### src/rtl/iso_pkg.sv
// Shared types and constants for the DP idle-pattern generator.
// Lane-state enum, idle symbol codes and the lane-count decode.
package iso_pkg;

    typedef enum logic [1:0] {
        LANE_OFF     = 2'd0,
        LANE_WAIT_BS = 2'd1,
        LANE_ACTIVE  = 2'd2
    } lane_state_t;

    localparam logic [7:0] SYM_BS    = 8'hBC;
    localparam logic [7:0] SYM_SR    = 8'h1C;
    localparam logic [7:0] VBID_IDLE = 8'h08;
    localparam logic [7:0] SYM_ZERO  = 8'h00;

    // 2'b10 is reserved and falls back to a single lane.
    function automatic logic [2:0] decode_lane_count(input logic [1:0] code);
        case (code)
            2'b01:   return 3'd2;
            2'b11:   return 3'd4;
            default: return 3'd1;
        endcase
    endfunction

endpackage

### src/rtl/iso_idle_lane_fsm.sv
// One lane of the idle generator: OFF / WAIT_BS / ACTIVE state plus the
// registered symbol, control flag and activate outputs for that lane.
module iso_idle_lane_fsm
    import iso_pkg::*;
(
    input  logic       clk,
    input  logic       rst_n,
    input  logic       en_ok,
    input  logic       running_q,
    input  logic       period_last,
    input  logic [7:0] next_symbol,
    input  logic       next_flag,
    output logic       run_d,
    output logic       activate,
    output logic [7:0] symbol,
    output logic       flag
);

    lane_state_t state_q, state_d;
    logic        activate_q, activate_d;
    logic [7:0]  symbol_q, symbol_d;
    logic        flag_q, flag_d;

    always_comb begin
        state_d = state_q;
        if (!en_ok) begin
            state_d = LANE_OFF;
        end else begin
            case (state_q)
                // Join a running pattern only at the next period boundary.
                LANE_OFF:     state_d = running_q ? LANE_WAIT_BS : LANE_ACTIVE;
                LANE_WAIT_BS: if (period_last) state_d = LANE_ACTIVE;
                LANE_ACTIVE:  state_d = LANE_ACTIVE;
                default:      state_d = LANE_OFF;
            endcase
        end
        run_d      = (state_d != LANE_OFF);
        activate_d = (state_d == LANE_ACTIVE);
        symbol_d   = activate_d ? next_symbol : SYM_ZERO;
        flag_d     = activate_d & next_flag;
    end

    always_ff @(posedge clk or negedge rst_n) begin
        if (!rst_n) begin
            state_q    <= LANE_OFF;
            activate_q <= 1'b0;
            symbol_q   <= 8'h00;
            flag_q     <= 1'b0;
        end else begin
            state_q    <= state_d;
            activate_q <= activate_d;
            symbol_q   <= symbol_d;
            flag_q     <= flag_d;
        end
    end

    assign activate = activate_q;
    assign symbol   = symbol_q;
    assign flag     = flag_q;

endmodule

### src/rtl/iso_idle_pattern_gen.sv
// Per-lane DP idle-pattern source: shared symbol-position/BS counters feed
// four lane FSMs so every active lane emits the same BS-aligned sequence.
module iso_idle_pattern_gen
    import iso_pkg::*;
#(
    parameter int IDLE_PERIOD = 8192,
    parameter int SR_INTERVAL = 512
) (
    input  logic       clk,
    input  logic       rst_n,
    input  logic [1:0] td_lane_count,
    input  logic       sched_idle_en_lane0,
    input  logic       sched_idle_en_lane1,
    input  logic       sched_idle_en_lane2,
    input  logic       sched_idle_en_lane3,
    output logic       idle_activate_en_lane0,
    output logic       idle_activate_en_lane1,
    output logic       idle_activate_en_lane2,
    output logic       idle_activate_en_lane3,
    output logic [7:0] idle_symbol_lane0,
    output logic [7:0] idle_symbol_lane1,
    output logic [7:0] idle_symbol_lane2,
    output logic [7:0] idle_symbol_lane3,
    output logic       idle_control_sym_flag_lane0,
    output logic       idle_control_sym_flag_lane1,
    output logic       idle_control_sym_flag_lane2,
    output logic       idle_control_sym_flag_lane3
);

    localparam int CNT_W = $clog2(IDLE_PERIOD);
    localparam int BS_W  = $clog2(SR_INTERVAL);
    localparam logic [CNT_W-1:0] POS_LAST = CNT_W'(IDLE_PERIOD - 1);

    logic [CNT_W-1:0] sym_cnt_q, sym_cnt_d;
    logic [BS_W-1:0]  bs_cnt_q, bs_cnt_d;
    logic             running_q, running_d;
    logic [3:0]       en_vec, lane_ok, lane_run_d, act_vec, flag_vec;
    logic [7:0]       sym_vec [4];
    logic [2:0]       lane_cnt;
    logic [7:0]       next_symbol;
    logic             next_flag;
    logic             period_last;

    assign en_vec      = {sched_idle_en_lane3, sched_idle_en_lane2,
                          sched_idle_en_lane1, sched_idle_en_lane0};
    assign lane_cnt    = decode_lane_count(td_lane_count);
    assign period_last = (sym_cnt_q == POS_LAST);
    assign running_d   = |lane_run_d;

    always_comb begin
        sym_cnt_d = sym_cnt_q;
        bs_cnt_d  = bs_cnt_q;
        if (!running_d) begin
            sym_cnt_d = '0;
            bs_cnt_d  = '0;
        end else if (!running_q) begin
            sym_cnt_d = '0;
        end else begin
            sym_cnt_d = sym_cnt_q + 1'b1;
            // bs_cnt advances after each position-0 symbol, so it is 0 on the first.
            if (sym_cnt_q == '0) bs_cnt_d = bs_cnt_q + 1'b1;
        end

        next_symbol = SYM_ZERO;
        next_flag   = 1'b0;
        if (sym_cnt_d == CNT_W'(0)) begin
            next_symbol = (bs_cnt_d == '0) ? SYM_SR : SYM_BS;
            next_flag   = 1'b1;
        end else if (sym_cnt_d == CNT_W'(1)) begin
            next_symbol = VBID_IDLE;
        end
    end

    always_ff @(posedge clk or negedge rst_n) begin
        if (!rst_n) begin
            sym_cnt_q <= '0;
            bs_cnt_q  <= '0;
            running_q <= 1'b0;
        end else begin
            sym_cnt_q <= sym_cnt_d;
            bs_cnt_q  <= bs_cnt_d;
            running_q <= running_d;
        end
    end

    generate
        for (genvar gi = 0; gi < 4; gi++) begin : g_lane
            assign lane_ok[gi] = (3'(gi) < lane_cnt);
            iso_idle_lane_fsm u_lane (
                .clk         (clk),
                .rst_n       (rst_n),
                .en_ok       (en_vec[gi] & lane_ok[gi]),
                .running_q   (running_q),
                .period_last (period_last),
                .next_symbol (next_symbol),
                .next_flag   (next_flag),
                .run_d       (lane_run_d[gi]),
                .activate    (act_vec[gi]),
                .symbol      (sym_vec[gi]),
                .flag        (flag_vec[gi])
            );
        end
    endgenerate

    assign idle_activate_en_lane0      = act_vec[0];
    assign idle_activate_en_lane1      = act_vec[1];
    assign idle_activate_en_lane2      = act_vec[2];
    assign idle_activate_en_lane3      = act_vec[3];
    assign idle_symbol_lane0           = sym_vec[0];
    assign idle_symbol_lane1           = sym_vec[1];
    assign idle_symbol_lane2           = sym_vec[2];
    assign idle_symbol_lane3           = sym_vec[3];
    assign idle_control_sym_flag_lane0 = flag_vec[0];
    assign idle_control_sym_flag_lane1 = flag_vec[1];
    assign idle_control_sym_flag_lane2 = flag_vec[2];
    assign idle_control_sym_flag_lane3 = flag_vec[3];

endmodule
### config.mk
export PLATFORM = sky130hd
export DESIGN_NAME = iso_idle_pattern_gen
export DESIGN_NICKNAME = d
export VERILOG_FILES = /design/src/rtl/iso_pkg.sv /design/src/rtl/iso_idle_lane_fsm.sv /design/src/rtl/iso_idle_pattern_gen.sv
export SDC_FILE = /design/constraint.sdc
export NUM_CORES = 1
export LEC_CHECK = 0
export ABC_CLOCK_PERIOD_IN_PS = 3800
export CAP_MARGIN = 20
export CORE_ASPECT_RATIO = 0.5
export CORE_MARGIN = 3
export CORE_UTILIZATION = 30
export CTS_CLUSTER_SIZE = 10
export DETAILED_ROUTE_END_ITERATION = 10
export SLEW_MARGIN = 30
export SYNTH_ARGS = -nofsm -noshare
export SYNTH_HDL_FRONTEND = slang
export SYNTH_SLANG_ARGS = --single-unit
### constraint.sdc
create_clock -name clk -period 3.8 [get_ports clk]
set_input_delay 0.38 -clock clk [delete_from_list [all_inputs] [get_ports clk]]
set_output_delay 0.38 -clock clk [all_outputs]
set_load 0.005 [all_outputs]
==> results of run 1 <==
[cells by family (layout without fill, tap and decap cells)]
| logic type | Yosys count | count (layout) |
|---|---|---|
| other | 1 | 12 |
| buffers and inverters | 52 | 57 |
| DFF | 47 | 47 |
| muxes | 3 | 3 |
| adders and majority gates | 3 | 3 |
| AOI/OAI and AO/OA | 34 | 34 |
| xor gates and xnor gates | 23 | 23 |
| and+or+nand+nor | 111 | 111 |
[layout make-up]
type / instances / area, µm²
Clock inverter: 3 / 47.5
Multi-Input combinational cell: 186 / 1110
Timing Repair Buffer: 36 / 355
Inverter: 13 / 48.8
Sequential cell: 47 / 1180
Tap cell: 112 / 140
Fill cell: 793 / 5140
Clock buffer: 5 / 125
[per-layer routing]
layer,vias to the layer above,global-route usage
li1,928,-
met1,904,0.144
met2,64,0.179
met3,2,0.0217
met4,0,0.0235
met5,-,0
[final timing paths]
check / slack (ps) / cells past startpoint / from / endpoint
hold reg to reg: 520 / 1 / g_lane[1].u_lane.state_q[1] / g_lane[1].u_lane.state_q[0]
setup / recovery: 1280 / 8 / sym_cnt_q[0] / g_lane[0].u_lane.symbol[5]
min in group clk: 520 / 1 / g_lane[1].u_lane.state_q[1] / g_lane[1].u_lane.state_q[0]
setup reg to reg: 1280 / 8 / sym_cnt_q[0] / g_lane[0].u_lane.symbol[5]
hold / removal: 90 / 1 / rst_n / bs_cnt_q[7]
max in group asynchronous: 3330 / 1 / rst_n / g_lane[0].u_lane.symbol[4]
[registers in the layout (all words and copies together), names as in the netlist]
name                    cells
sym_cnt_q                  13
g_lane.u_lane.symbol       10
bs_cnt_q                    9
g_lane.u_lane.state_q       8
g_lane.u_lane.activate      4
g_lane.u_lane.flag          2
running_q                   1
[stage by stage]
step	power [mW]	utilization
2_1_floorplan	0.806	-
3_3_place_gp	0.871	0.347
3_5_place_dp	0.875	0.347
4_1_cts	1.38	0.368
5_1_grt	1.46	0.368
6_report	1.37	0.368
[power groups by stage]
stage | logic, mW | clock network, mW | registers, mW
after floorplan | 0.233 | 0 | 0.573
after global placement | 0.272 | 0 | 0.599
after detailed placement | 0.275 | 0 | 0.600
after CTS | 0.278 | 0.515 | 0.591
after global routing | 0.309 | 0.545 | 0.601
final | 0.274 | 0.501 | 0.592
[synthesized netlist by cell type, types with 2 or more instances]
cell / n / area, µm²
dfrtp_1: 47 / 1180
nor2_1: 43 / 161
buf_4: 26 / 195
nand2_1: 16 / 60.1
inv_1: 13 / 48.8
nor3_1: 12 / 60.1
xor2_1: 12 / 105
xnor2_1: 11 / 96.3
nand3_1: 10 / 50.1
a21oi_1: 7 / 35.0
nand4_1: 7 / 43.8
and3_1: 6 / 37.5
clkbuf_1: 6 / 22.5
a31oi_1: 5 / 31.3
buf_2: 5 / 25.0
o21ai_0: 5 / 25.0
a2111oi_0: 4 / 35.0
nand2b_1: 4 / 25.0
ha_1: 3 / 37.5
and2_1: 2 / 12.5
and4_1: 2 / 17.5
buf_6: 2 / 22.5
mux2i_1: 2 / 20.0
nor3b_1: 2 / 15.0
nor4_1: 2 / 12.5
o211ai_1: 2 / 15.0
or3_1: 2 / 12.5
[layout by cell type, fill, tap and decap left out, types with 4 or more instances in the layout]
cell,n
clkbuf_16,5
inv_1,13
nor3_1,12
nand3_1,10
xor2_1,12
a31oi_1,5
nor2_1,43
conb_1,12
xnor2_1,11
nand2b_1,4
nand2_1,16
dfrtp_1,47
nand4_1,7
and3_1,6
clkdlybuf4s50_1,34
a21oi_1,7
o21ai_0,5
==> impl_metrics.yaml, run 1 <==
status:
  status: "complete, no violations"
clocking:
  postCtsSetupRepairBufs: 0
  cts.path.max_buffers: 2
  cts_made_buffers: 5
  clkSinkCount: 47
  cts_resized: 0
  clk-insertion-delay-late_ps: 280
  path_clk_slew_ps: 70
  cts_tree: "done"
  holdBufCountCts: 0
  h-tree-depth: 2
  root_buffer: "clkbuf_16"
synth:
  syn_area_um2: 2550
  synth_warnings: 0
  ys_seq_area_frac: 0.460
  syn-instance-count: 274
  synth-simple-area-share: 0.214
  async_flop_share: 1.00
  synth_fa_ha_area_frac: 0.0147
  synth.area.mux_share: 0.0122
  synth-compound-area-share: 0.0955
  synth_xor_area_frac: 0.0788
  synth_area_per_cell_um2: 9.32
  synth_edf_count: 0
  synth_top_family_by_area: "simple AND/OR/NAND/NOR gates"
  dominantRegCellSynth: "dfrtp_1"
  synth_seq_cells: 47
  synthDistinctLibCells: 43
timing:
  slew_headroom: 0.511
  tightestPinTransition_ps: 722
  setup_viol: 0
  final.setup.tns_ps: 0
  fmax_mhz: 397
  fin_ws_ps: 1280
  skew_ps: 3.29
  rsz0062_at_grt: "false"
  final-max-slew-violation-count: 0
  timing.final.crit_share: 0.664
  whs_ps: 92.7
  period_needed_ps: 2520
  hold_viol: 0
detailed_routing:
  route.met3.wl_um: 249
  drc: 0
  drt-total-wl_mm: 4.87
  top_layer_used: "met4"
  firstDrtPassIters: 5
  drt_iter0_markers: 96
  dr_wl_met2_mm: 2.34
  wl_met1_mm: 2.25
  vias_per_cell: 4.72
  avgRoutedWirePerCell_um: 12.1
  ant_nets: 0
  num_vias: 1898
job:
  drv_cap: 0
power_and_ir_drop:
  p_seq_frac: 0.433
  p_int_mw: 0.982
  leakage_nw: 1.35
  comb_power_share: 0.201
  p_sw_mw: 0.385
  sw_frac_of_total: 0.282
  power_density_nw_per_um2: 456
  vdd_drop_max_mv: 0.253
  clkPwrFrac: 0.366
floorplanning:
  die_x_um: 137
  row_count: 23
  die_y_um: 71.3
  core-area_um2: 8140
  initial_core_util: 0.314
  boundaryPins: 48
  dieArea_um2: 9730
critical_path:
  critPathSlowestCell: "and4_1"
  start_kind: "register"
  timing.critical_path.max_delay_family: "simple AND/OR/NAND/NOR gates"
  cp-end-kind: "register"
  path_cells: "inv_1 > ha_1 > nor4bb_1 > and4_1 > mux2_2 > a31oi_1 > nor4_4 > nor3_1"
  max_stage_delay_ps: 580
  path_max_fanout: 15
  cp.buffers_inverters: 1
  cp.arrival_ps: 2720
  required_ps: 4000
  worstSetupPathType: "register to register"
finish:
  area_growth_syn_to_layout_pct: 17.4
  nNetsFinal: 300
  drive_above_1_share: 0.0517
  fin_cells: 402
  design_area_um2: 3000
  num_antenna_cells: 0
min_path:
  hold_class: "input port to asynchronous set/reset pin"
placed_design:
  port_buffers: 35
  dp_slack_ps: 1150
  gp_congestion: 0.847
  numPlacedInstances: 394
  dpl.hpwl_mm: 3.61
  placed_area_um2: 2830
global_routing:
  antenna_found_initial: 0
  grt_pass1_vias: 1756
  grt_use_total: 0.107
  grt_start_max_net_pins: 48
  grt_first_pass_wirelength_mm: 8.49
  grt.overflow.total: 0
Power figures use the tool's default switching activity.
==> run 2, diff against run 1 <==
--- a/config.mk
+++ b/config.mk
@@ -5,7 +5,7 @@
 export SDC_FILE = /design/constraint.sdc
 export NUM_CORES = 1
 export LEC_CHECK = 0
-export ABC_CLOCK_PERIOD_IN_PS = 3800
+export ABC_CLOCK_PERIOD_IN_PS = 2290
 export CAP_MARGIN = 20
 export CORE_ASPECT_RATIO = 0.5
 export CORE_MARGIN = 3
==> constraint.sdc (replaced) <==
create_clock -name clk -period 2.29 [get_ports clk]
set_input_delay 0.229 -clock clk [delete_from_list [all_inputs] [get_ports clk]]
set_output_delay 0.229 -clock clk [all_outputs]
set_load 0.005 [all_outputs]
==> impl_metrics.yaml, run 2 (same netlist as run 1, synthesis figures left out) <==
status:
  status: "complete, no violations"
power_and_ir_drop:
  vdd_drop_max_mv: 0.453
  total_power_mw: 2.34
  power_density_nw_per_um2: 739
  leakage_nw: 1.42
critical_path:
  r2r-end: "g_lane[1].u_lane.symbol[5]"
  cp.arrival_ps: 2410
  rrSetupSlack_ps: 80
  start_kind: "register"
  critPathSlowestCell: "dfrtp_2"
  r2r_start: "sym_cnt_q[0]"
  path_max_fanout: 8
  max_stage_delay_ps: 440
  cp-end-kind: "register"
  cp.buffers_inverters: 1
  worstSetupPathType: "register to register"
  critPathLaunch: "sym_cnt_q[0]"
  required_ps: 2490
  path_cells: "buf_4 > a31o_1 > a211o_1 > a2111o_1 > a221oi_4 > a21oi_4 > nor3_1"
  cp-endpoint: "g_lane[1].u_lane.symbol[5]"
  crit_cells: 7
  timing.critical_path.max_delay_family: "compound AO/OA/AOI/OAI gates"
  r2r.worst_path.cells: 7
floorplanning:
  die_y_um: 71.3
  core-area_um2: 8140
  initial_core_util: 0.314
  die_x_um: 137
  boundaryPins: 48
  dieArea_um2: 9730
  row_count: 23
placed_design:
  dp_slack_ps: 56.1
  numPlacedInstances: 409
  dpl.hpwl_mm: 3.81
  port_buffers: 35
  gp_congestion: 0.853
timing:
  tightestPinTransition_ps: 667
  fin_ws_ps: 80.8
  setup_viol: 0
  fmax_mhz: 453
  hold_viol: 0
  period_needed_ps: 2210
  skew_ps: 8.26
  slew_headroom: 0.548
  final-max-slew-violation-count: 0
  timing.final.crit_share: 0.965
  final.setup.tns_ps: 0
  rsz0062_at_grt: "true"
clocking:
  clkSinkCount: 47
  root_buffer: "clkbuf_16"
  cts_tree: "done"
  clk-insertion-delay-late_ps: 280
  path_clk_slew_ps: 70
  h-tree-depth: 2
  cts.path.max_buffers: 2
  cts_made_buffers: 5
global_routing:
  grt_first_pass_wirelength_mm: 8.34
  grt_pass1_vias: 1786
  grt_start_max_net_pins: 20
  grt.overflow.total: 0
  grt_use_total: 0.106
  antenna_found_initial: 0
job:
  drv_cap: 0
min_path:
  hold_class: "input port to asynchronous set/reset pin"
finish:
  largest_reg_flops: 13
  nNetsFinal: 316
  area_growth_syn_to_layout_pct: 23.8
  drive_above_1_share: 0.121
  num_antenna_cells: 0
  top_register: "sym_cnt_q"
  layout_common_cells: "dfrtp_1, nor2_1, clkdlybuf4s50_1"
  final_common_cell: "dfrtp_1"
  fin_cells: 418
detailed_routing:
  drt_iter0_markers: 85
  ant_nets: 0
  drt-total-wl_mm: 5.08
  drc: 0
  vias_per_cell: 4.67
  firstDrtPassIters: 4
  avgRoutedWirePerCell_um: 12.1
  num_vias: 1952
==> run 2: changes by cell type in the layout (fill, tap and decap cells not counted), sizes merged <==
| cell | previous run | this run |
|---|---|---|
| clkinv | 1 | 0 |
| dlygate4sd3 | 0 | 1 |
| buf | 2 | 17 |
| clkinvlp | 0 | 1 |
==> run 2: where the power goes <==
group          switching, mW  leakage (nW)  total (mW)  internal (mW)
sequential            0.0833         0.637       0.977          0.894
clock                  0.310        0.0804       0.828          0.518
combinational          0.271         0.702       0.532          0.260
==> run 2: stage by stage <==
step	hold slack (ps)	cell area [µm²]	utilization
after floorplan	-66.6	2600	-
after global placement	151	2940	0.361
after detailed placement	162	2940	0.361
after CTS	402	3120	0.383
after global routing	435	3160	0.388
final	394	3160	0.388
==> run 2: repair_timing <==
item                       CTS  global route
hold buffers                 1             0
setup endpoints to repair    0             8
setup buffers                0             0
hold endpoints to repair    14             0
gates resized for setup      0             9
==> run 2: worst min-delay path by stage <==
stage,slack [ps],cells after the start,to,from
after detailed placement,160,1,bs_cnt_q[4],rst_n
after global routing,440,2,sym_cnt_q[11],rst_n
after floorplan,-70,0,bs_cnt_q[0],rst_n
after global placement,150,1,bs_cnt_q[4],rst_n
after CTS,400,2,sym_cnt_q[11],rst_n
final,390,2,bs_cnt_q[3],rst_n
==> run 2: worst register-to-register path, delay by kind of cell (launching register included) <==
| kind | cells | cell delay, ps |
|---|---|---|
| compound gates | 5 | 1310 |
| buf+inv | 1 | 170 |
| flops | 1 | 440 |
| simple gates | 1 | 200 |
==> run 2: per-layer routing <==
metal  global-route usage  share of wire  vias up
met1                0.142           0.47      939
met5                    0              0        -
met2                0.176           0.47       49
met3               0.0154          0.043        8
li1                     -              -      956
met4               0.0380          0.017        0
==> run 2: final cells by class <==
| class | count | area, µm² |
|---|---|---|
| inverters | 13 | 48.8 |
| clock buffers | 5 | 125 |
| clock inverters | 3 | 46.3 |
| fillers | 782 | 4980 |
| repair buffers | 52 | 475 |
| well taps | 112 | 140 |
| flip-flops and latches | 47 | 1180 |
| multi-input cells | 186 | 1150 |
